### src/rtl/bus_arbiter.sv
// rtl/bus_arbiter.sv - round-robin shared-bus arbiter with grant watchdog
module bus_arbiter #(
    parameter int NUM_MASTERS   = 4,
    parameter int GRANT_TIMEOUT = 16
) (
    input  logic                   clock,
    input  logic                   reset,
    input  logic [NUM_MASTERS-1:0] request,
    input  logic                   bus_begin_transaction,
    input  logic                   bus_end_transaction,
    input  logic                   bus_error,
    output logic [NUM_MASTERS-1:0] grant,
    output logic [1:0]             owner_id,
    output logic                   bus_idle,
    output logic                   timeout_pulse
);

    typedef enum logic [1:0] {
        IDLE    = 2'd0,
        GRANTED = 2'd1,
        BUSY    = 2'd2,
        RELEASE = 2'd3
    } state_t;

    localparam logic [7:0] TIMEOUT_LAST = 8'(GRANT_TIMEOUT - 1);

    state_t                 state, state_next;
    logic [NUM_MASTERS-1:0] grant_next;
    logic [1:0]             owner_next;
    logic [1:0]             last, last_next;
    logic [7:0]             count, count_next;
    logic                   pulse_next;

    logic [3:0]             req_ext;
    logic                   found;
    logic [1:0]             winner;
    logic [NUM_MASTERS-1:0] winner_onehot;

    assign req_ext  = 4'(request);
    assign bus_idle = (state == IDLE);

    // Search starts just after the last winner so every requester gets a turn.
    always_comb begin
        logic [1:0] cand;
        found         = 1'b0;
        winner        = 2'd0;
        winner_onehot = '0;
        for (int i = 1; i <= NUM_MASTERS; i++) begin
            cand = 2'((int'(last) + i) % NUM_MASTERS);
            if (!found && req_ext[cand]) begin
                found  = 1'b1;
                winner = cand;
            end
        end
        for (int i = 0; i < NUM_MASTERS; i++) begin
            winner_onehot[i] = (winner == 2'(i));
        end
    end

    always_comb begin
        state_next = state;
        grant_next = grant;
        owner_next = owner_id;
        last_next  = last;
        count_next = count;
        pulse_next = 1'b0;
        unique case (state)
            IDLE: begin
                grant_next = '0;
                if (found) begin
                    state_next = GRANTED;
                    grant_next = winner_onehot;
                    owner_next = winner;
                    last_next  = winner;
                    count_next = 8'd0;
                end
            end
            GRANTED: begin
                if (bus_error) begin
                    state_next = RELEASE;
                    grant_next = '0;
                end else if (bus_begin_transaction) begin
                    if (bus_end_transaction) begin
                        state_next = RELEASE;
                        grant_next = '0;
                    end else begin
                        state_next = BUSY;
                    end
                end else if (!req_ext[owner_id]) begin
                    state_next = RELEASE;
                    grant_next = '0;
                end else if (count == TIMEOUT_LAST) begin
                    state_next = RELEASE;
                    grant_next = '0;
                    pulse_next = 1'b1;
                end else begin
                    count_next = count + 8'd1;
                end
            end
            BUSY: begin
                if (bus_end_transaction || bus_error) begin
                    state_next = RELEASE;
                    grant_next = '0;
                end
            end
            RELEASE: begin
                state_next = IDLE;
                grant_next = '0;
            end
            default: begin
                state_next = IDLE;
                grant_next = '0;
            end
        endcase
    end

    always_ff @(posedge clock) begin
        if (reset) begin
            state         <= IDLE;
            grant         <= '0;
            owner_id      <= 2'd0;
            last          <= 2'd3;
            count         <= 8'd0;
            timeout_pulse <= 1'b0;
        end else begin
            state         <= state_next;
            grant         <= grant_next;
            owner_id      <= owner_next;
            last          <= last_next;
            count         <= count_next;
            timeout_pulse <= pulse_next;
        end
    end

endmodule

### config.mk
export PLATFORM = sky130hd
export DESIGN_NAME = bus_arbiter
export DESIGN_NICKNAME = d
export VERILOG_FILES = /design/src/rtl/bus_arbiter.sv
export SDC_FILE = /design/constraint.sdc
export NUM_CORES = 1
export LEC_CHECK = 0
export CAP_MARGIN = 20
export CORE_ASPECT_RATIO = 1.75
export CORE_MARGIN = 3
export CORE_UTILIZATION = 30
export CTS_CLUSTER_SIZE = 20
export DETAILED_ROUTE_END_ITERATION = 10
export SLEW_MARGIN = 0
export SYNTH_ARGS = -nofsm -noshare
export SYNTH_HDL_FRONTEND = slang
export SYNTH_SLANG_ARGS = --single-unit
### constraint.sdc
create_clock -name clock -period 2.6 [get_ports clock]
set_clock_uncertainty 0.1 [all_clocks]
set_input_delay 0.26 -clock clock [delete_from_list [all_inputs] [get_ports clock]]
set_output_delay 0.26 -clock clock [all_outputs]
set_load 0.05 [all_outputs]
[After elaboration in Yosys (flattened, before gate mapping)]
Index checks and enable logic that the tools add are counted.
Storage, ports and cells
  output and inout port bits: 8
  input port bits: 9
  memory bits (read-only): 0
  latch bits: 0
  memories: 0
  memory bits (writable): 0
  register bits after elaboration: 19
Operators by class
  shift operators: 0
  muxes and demuxes: 41
  equality and inequality tests: 15
  $lt $le $gt $ge: 5
  multipliers: 0
  $add $sub $neg: 5
  reduce and logical (&&, ||, !) cells: 15
  bitwise gates (word level): 2
  div/mod/pow operators: 0
Operators with widths (number)
  8-bit two-way mux: 5
  4-bit two-way mux: 7
  2-bit two-way mux: 10
  4-bit one-hot mux with 4 select lines: 1
  8-bit one-hot mux with 2 select lines: 1
  2-bit by 3-bit < comparator with 1-bit output, second input constant: 5
  1-bit two-way mux: 11
  1-bit binary-select mux with 2-bit select: 5
  2-bit != test, second input constant: 5
  8-bit by 1-bit adder with 8-bit output, second input constant: 1
  2-bit == test, second input constant: 4
  8-bit by 4-bit == test with 1-bit output, second input constant: 1
  2-bit one-hot mux with 4 select lines: 1
  3-bit AND reduction: 2
  6-bit AND reduction: 1
  5-bit != test, second input constant: 1
  5-bit OR reduction: 1
  2-bit by 1-bit adder with 2-bit output, second input constant: 2
  2-bit adder, second input constant: 2
  2-bit by 1-bit == test with 1-bit output, second input constant: 2
  2-bit zero test: 2
  4-bit != test, second input constant: 1
  1-bit logical AND: 3
  1-bit zero test: 3
  other kinds (5): 6

[Longest topological paths before layout]
  depth after elaboration: 16
  depth in mapped cells: 9
  gate-level depth less buffers: 7

[Worst setup path before layout]
No wires, ideal clock.
  path kind: reg2reg
  from: register owner_id[0]
  to: register count[3]
  setup slack: 0.430 ns
  path buffers: 1
  cell stages (with the launch flop): 7
  data required time: 2.430 ns
  period minus slack after synthesis: 2.170 ns
  arrival time: 2.000 ns
  cell sequence: dfxtp_1 or3b_1 o221ai_1 nand3_1 buf_2 or3_1 a21oi_1
On the way
  longest elaborated chain between the ends: 4
Ends and longest elaborated chain
  start: declaration: RTL line 13  | output logic [1:0] owner_id,
  start signal: assignment: RTL line 128  | owner_id <= owner_next;
  1-bit binary-select mux with 2-bit select: RTL line 89  | end else if (!req_ext[owner_id]) begin
  1-bit two-way mux (implied by the code): RTL line 89
  2-bit != test (no line)
  6-bit AND reduction (no line)
  end signal: assignment: RTL line 130  | count <= count_next;
  end: declaration: RTL line 31  | logic [7:0] count, count_next;
No other way between the ends. The select of a mux whose other input is x is not followed.
A chain may end at the register's enable or synchronous reset.

[Worst setup path after layout]
  from: register state[0]
  to: output bus_idle
On the way
  longest elaborated chain between the ends: 1
Ends and longest elaborated chain
  start: declaration: RTL line 27  | state_t state, state_next;
  start signal: assignment: RTL line 126  | state <= state_next;
  2-bit zero test: RTL line 40  | assign bus_idle = (state == IDLE);
  end: declaration: RTL line 14  | output logic bus_idle,
No other way between the ends.

==> summary.txt <==
largest net degree at the start of global routing: 14
routed wire length: 2580 um
Startpoint Class: register
Vias/cell: 5.31
crit path cell chain: inv_1, ha_1, clkdlybuf4s50_1
initial core utilization: 31.4%
Crit. End Element: primary output
Setup Buffers After CTS: 0
EDFF count, synth: 0
Num CTS Buffers: 3
FF+latch count, synth: 19
top-area cell type share of the netlist area: 35.6%
ys async rst share: 0%
Critical Path Max Stage Delay: 0.87 ns
area growth from synthesis to layout: 27.3%
CTS max path bufs: 2
Placed Area: 0.00131 mm^2
Final period util: 87.4%
status: complete, no violations
critical path data arrival time: 1.91 ns
Post-Layout Cell Count: 193
Register-to-Register Path Depth: 5
number of global-route vias before repair: 1,053
most frequent cell after synthesis: dfxtp_1
Hold Path End: grant[1]$_SDFFE_PP0P_
final setup fails: 0
CP Launch Point: state[0]$_SDFFE_PP0P_
Worst Tran Pin Value: 0.499 ns
Initial DRT Pass Iterations: 4
FF-to-FF Start: owner_id[0]$_SDFFE_PP0P_
IO Count: 17
Yosys top cell by area: dfxtp_1
Mean Syn Cell Area: 8.54 um^2
max_slew headroom: 66.7%
Syn Nets: 138
chip height: 84.9 um
Post-route DRC: 0
Hold Crit Start: grant[1]$_SDFFE_PP0P_
routability-driven placement congestion ratio: 0.806
row cnt: 28
gr usage total: 13.0%
Hold Path Stages: 2
Pwr Total: 0.00144 W
GR Util met2: 22.9%
Non-Filler Cell Area, Final: 0.00136 mm^2
Sink Count: 19
Syn Inst Count: 125
DR WL/cell: 13.4 um
PD cells: 1060 mW/mm^2
VDD IR max: 0.375 mV
total negative slack: 0 ns
RSZ-0062 raised after global routing: false
Main synth FF type: dfxtp_1
initial detailed-routing violation count: 15
layer with the highest usage: met2
r2r endpoint: count[7]$_SDFFE_PP0P_
R2R Setup Slk: 0.53 ns
antenna diode count: 0
CP max FO: 7
M3 GR Usage: 2.28%
final net count: 162
Slew Limit Fails: 0
clock tree root driver cell: clkbuf_8
synth cell count leaders: dfxtp_1, a21oi_1, nand2_1
total vias in the final route: 1,024
Routed Antenna Nets: 0
Hold Path Class: register to register
initial antenna violation count: 0
worst-skew pair later-pin latency: 0.26 ns
largest cells by area after synthesis: dfxtp_1, a21oi_1, ha_1, mux2i_1, nand2_1
largest delay contributor family on the critical path: buffers and inverters
LEAKAGE: 0.518 nW
final hold vios: 0
Bufs and invs on worst path: 2
Yosys cell types: 41
CTS tree: yes
Hold Buf Count CTS: 0
register area share after synthesis: 35.6%
first-pass GRT wire length: 4450 um
critical path's slowest cell: clkdlybuf4s50_1
clock slew at reported path FFs: 0.07 ns
critical path type: register to primary output
Ys Warns: 0
DIE AREA: 0.00434 mm^2
met1 usage: 13.3%
H-tree levels: 1
Final HPWL DP: 2070 um
gr ovfl total: 0
cts repair resizes: 0
Final min period: 2.27 ns
CORE AREA: 0.00340 mm^2
Cells after DPL: 189
Syn Std Cell Area: 0.00107 mm^2
Max Fclk: 440 MHz
Max Cap Viol: 0
WP data required: 2.24 ns
layout cells sized above 1: 9.46%
die width: 51.1 um
port buffer count: 16
area by class of cell:
| cell class | instances | area, um^2 |
|---|---|---|
| well taps | 45 | 56.3 |
| clock inverters | 1 | 5.00 |
| multi-input cells | 100 | 656 |
| inverters | 2 | 7.51 |
| clock buffers | 3 | 41.3 |
| fillers | 378 | 2040 |
| flip-flops and latches | 19 | 380 |
| repair buffers | 23 | 213 |
metal layers:
metal  vias to the layer above  wire length (um)
li1                        511                 -
met1                       485               999
met2                        20              1400
met3                         8                87
met4                         0                93
met5                         -                 0
worst register-to-register path: stages (launching register included):
cell	delay, ns
dfxtp_1	0.41
or3b_1	0.39
o221ai_1	0.22
nand3_1	0.18
or4_1	0.52
a21oi_1	0.18
cell families (layout without fill, tap and decap cells):
logic type	Yosys count	count (layout)	share of synthesized area, %
AO/OA/AOI/OAI	30	30	19.8
multiplexers	5	5	4.69
flip-flops	19	19	35.6
adder cells (fa/ha/maj)	4	4	4.69
buffers and inverters	6	29	2.93
XOR/XNOR	2	2	1.64
AND/OR/NAND/NOR	59	59	30.6
registers in the layout, summed over array words and instances, names as in the netlist:
| register | count |
|---|---|
| grant | 4 |
| owner_id | 2 |
| last | 2 |
| timeout_pulse | 1 |
| state | 2 |
| count | 8 |
worst max path at each step:
stage / cells past startpoint / to / slack [ns]
6_report: 3 / bus_idle / 0.33
2_1_floorplan: 6 / count[3]$_SDFFE_PP0P_ / 0.43
4_1_cts: 3 / bus_idle / 0.31
5_1_grt: 3 / bus_idle / 0.23
3_5_place_dp: 6 / count[7]$_SDFFE_PP0P_ / 0.19
3_3_place_gp: 6 / count[7]$_SDFFE_PP0P_ / 0.23
metrics by stage:
stage	setup slack, ns	hold WS, ns	util (%)
finish	0.328	0.373	40.0
floorplan	0.430	0.348	-
CTS	0.305	0.379	40.0
global placement	0.231	0.360	38.6
global route	0.230	0.418	40.0
detailed placement	0.192	0.368	38.6
placed cells by master (no fill, tap or decap), types with 2 or more instances in the layout:
master,n
a21o_1,3
nand2_1,10
or3_1,3
dfxtp_1,19
clkdlybuf4s50_1,16
nand2b_1,5
o211ai_1,2
nor2b_1,2
clkbuf_8,3
inv_1,2
a31oi_1,2
xor2_1,2
buf_4,7
nand3b_1,2
ha_1,4
nand3_1,5
mux2i_1,5
or4_1,3
o21ai_0,3
a21oi_1,12
nor4_1,3
nand4_1,3
nor3_1,5
nor2_1,9
power breakdown:
group          switching [W]  internal, W
sequential         0.0000671     0.000356
clock               0.000101     0.000107
combinational       0.000475     0.000334
(Power assumes the default switching activity.)
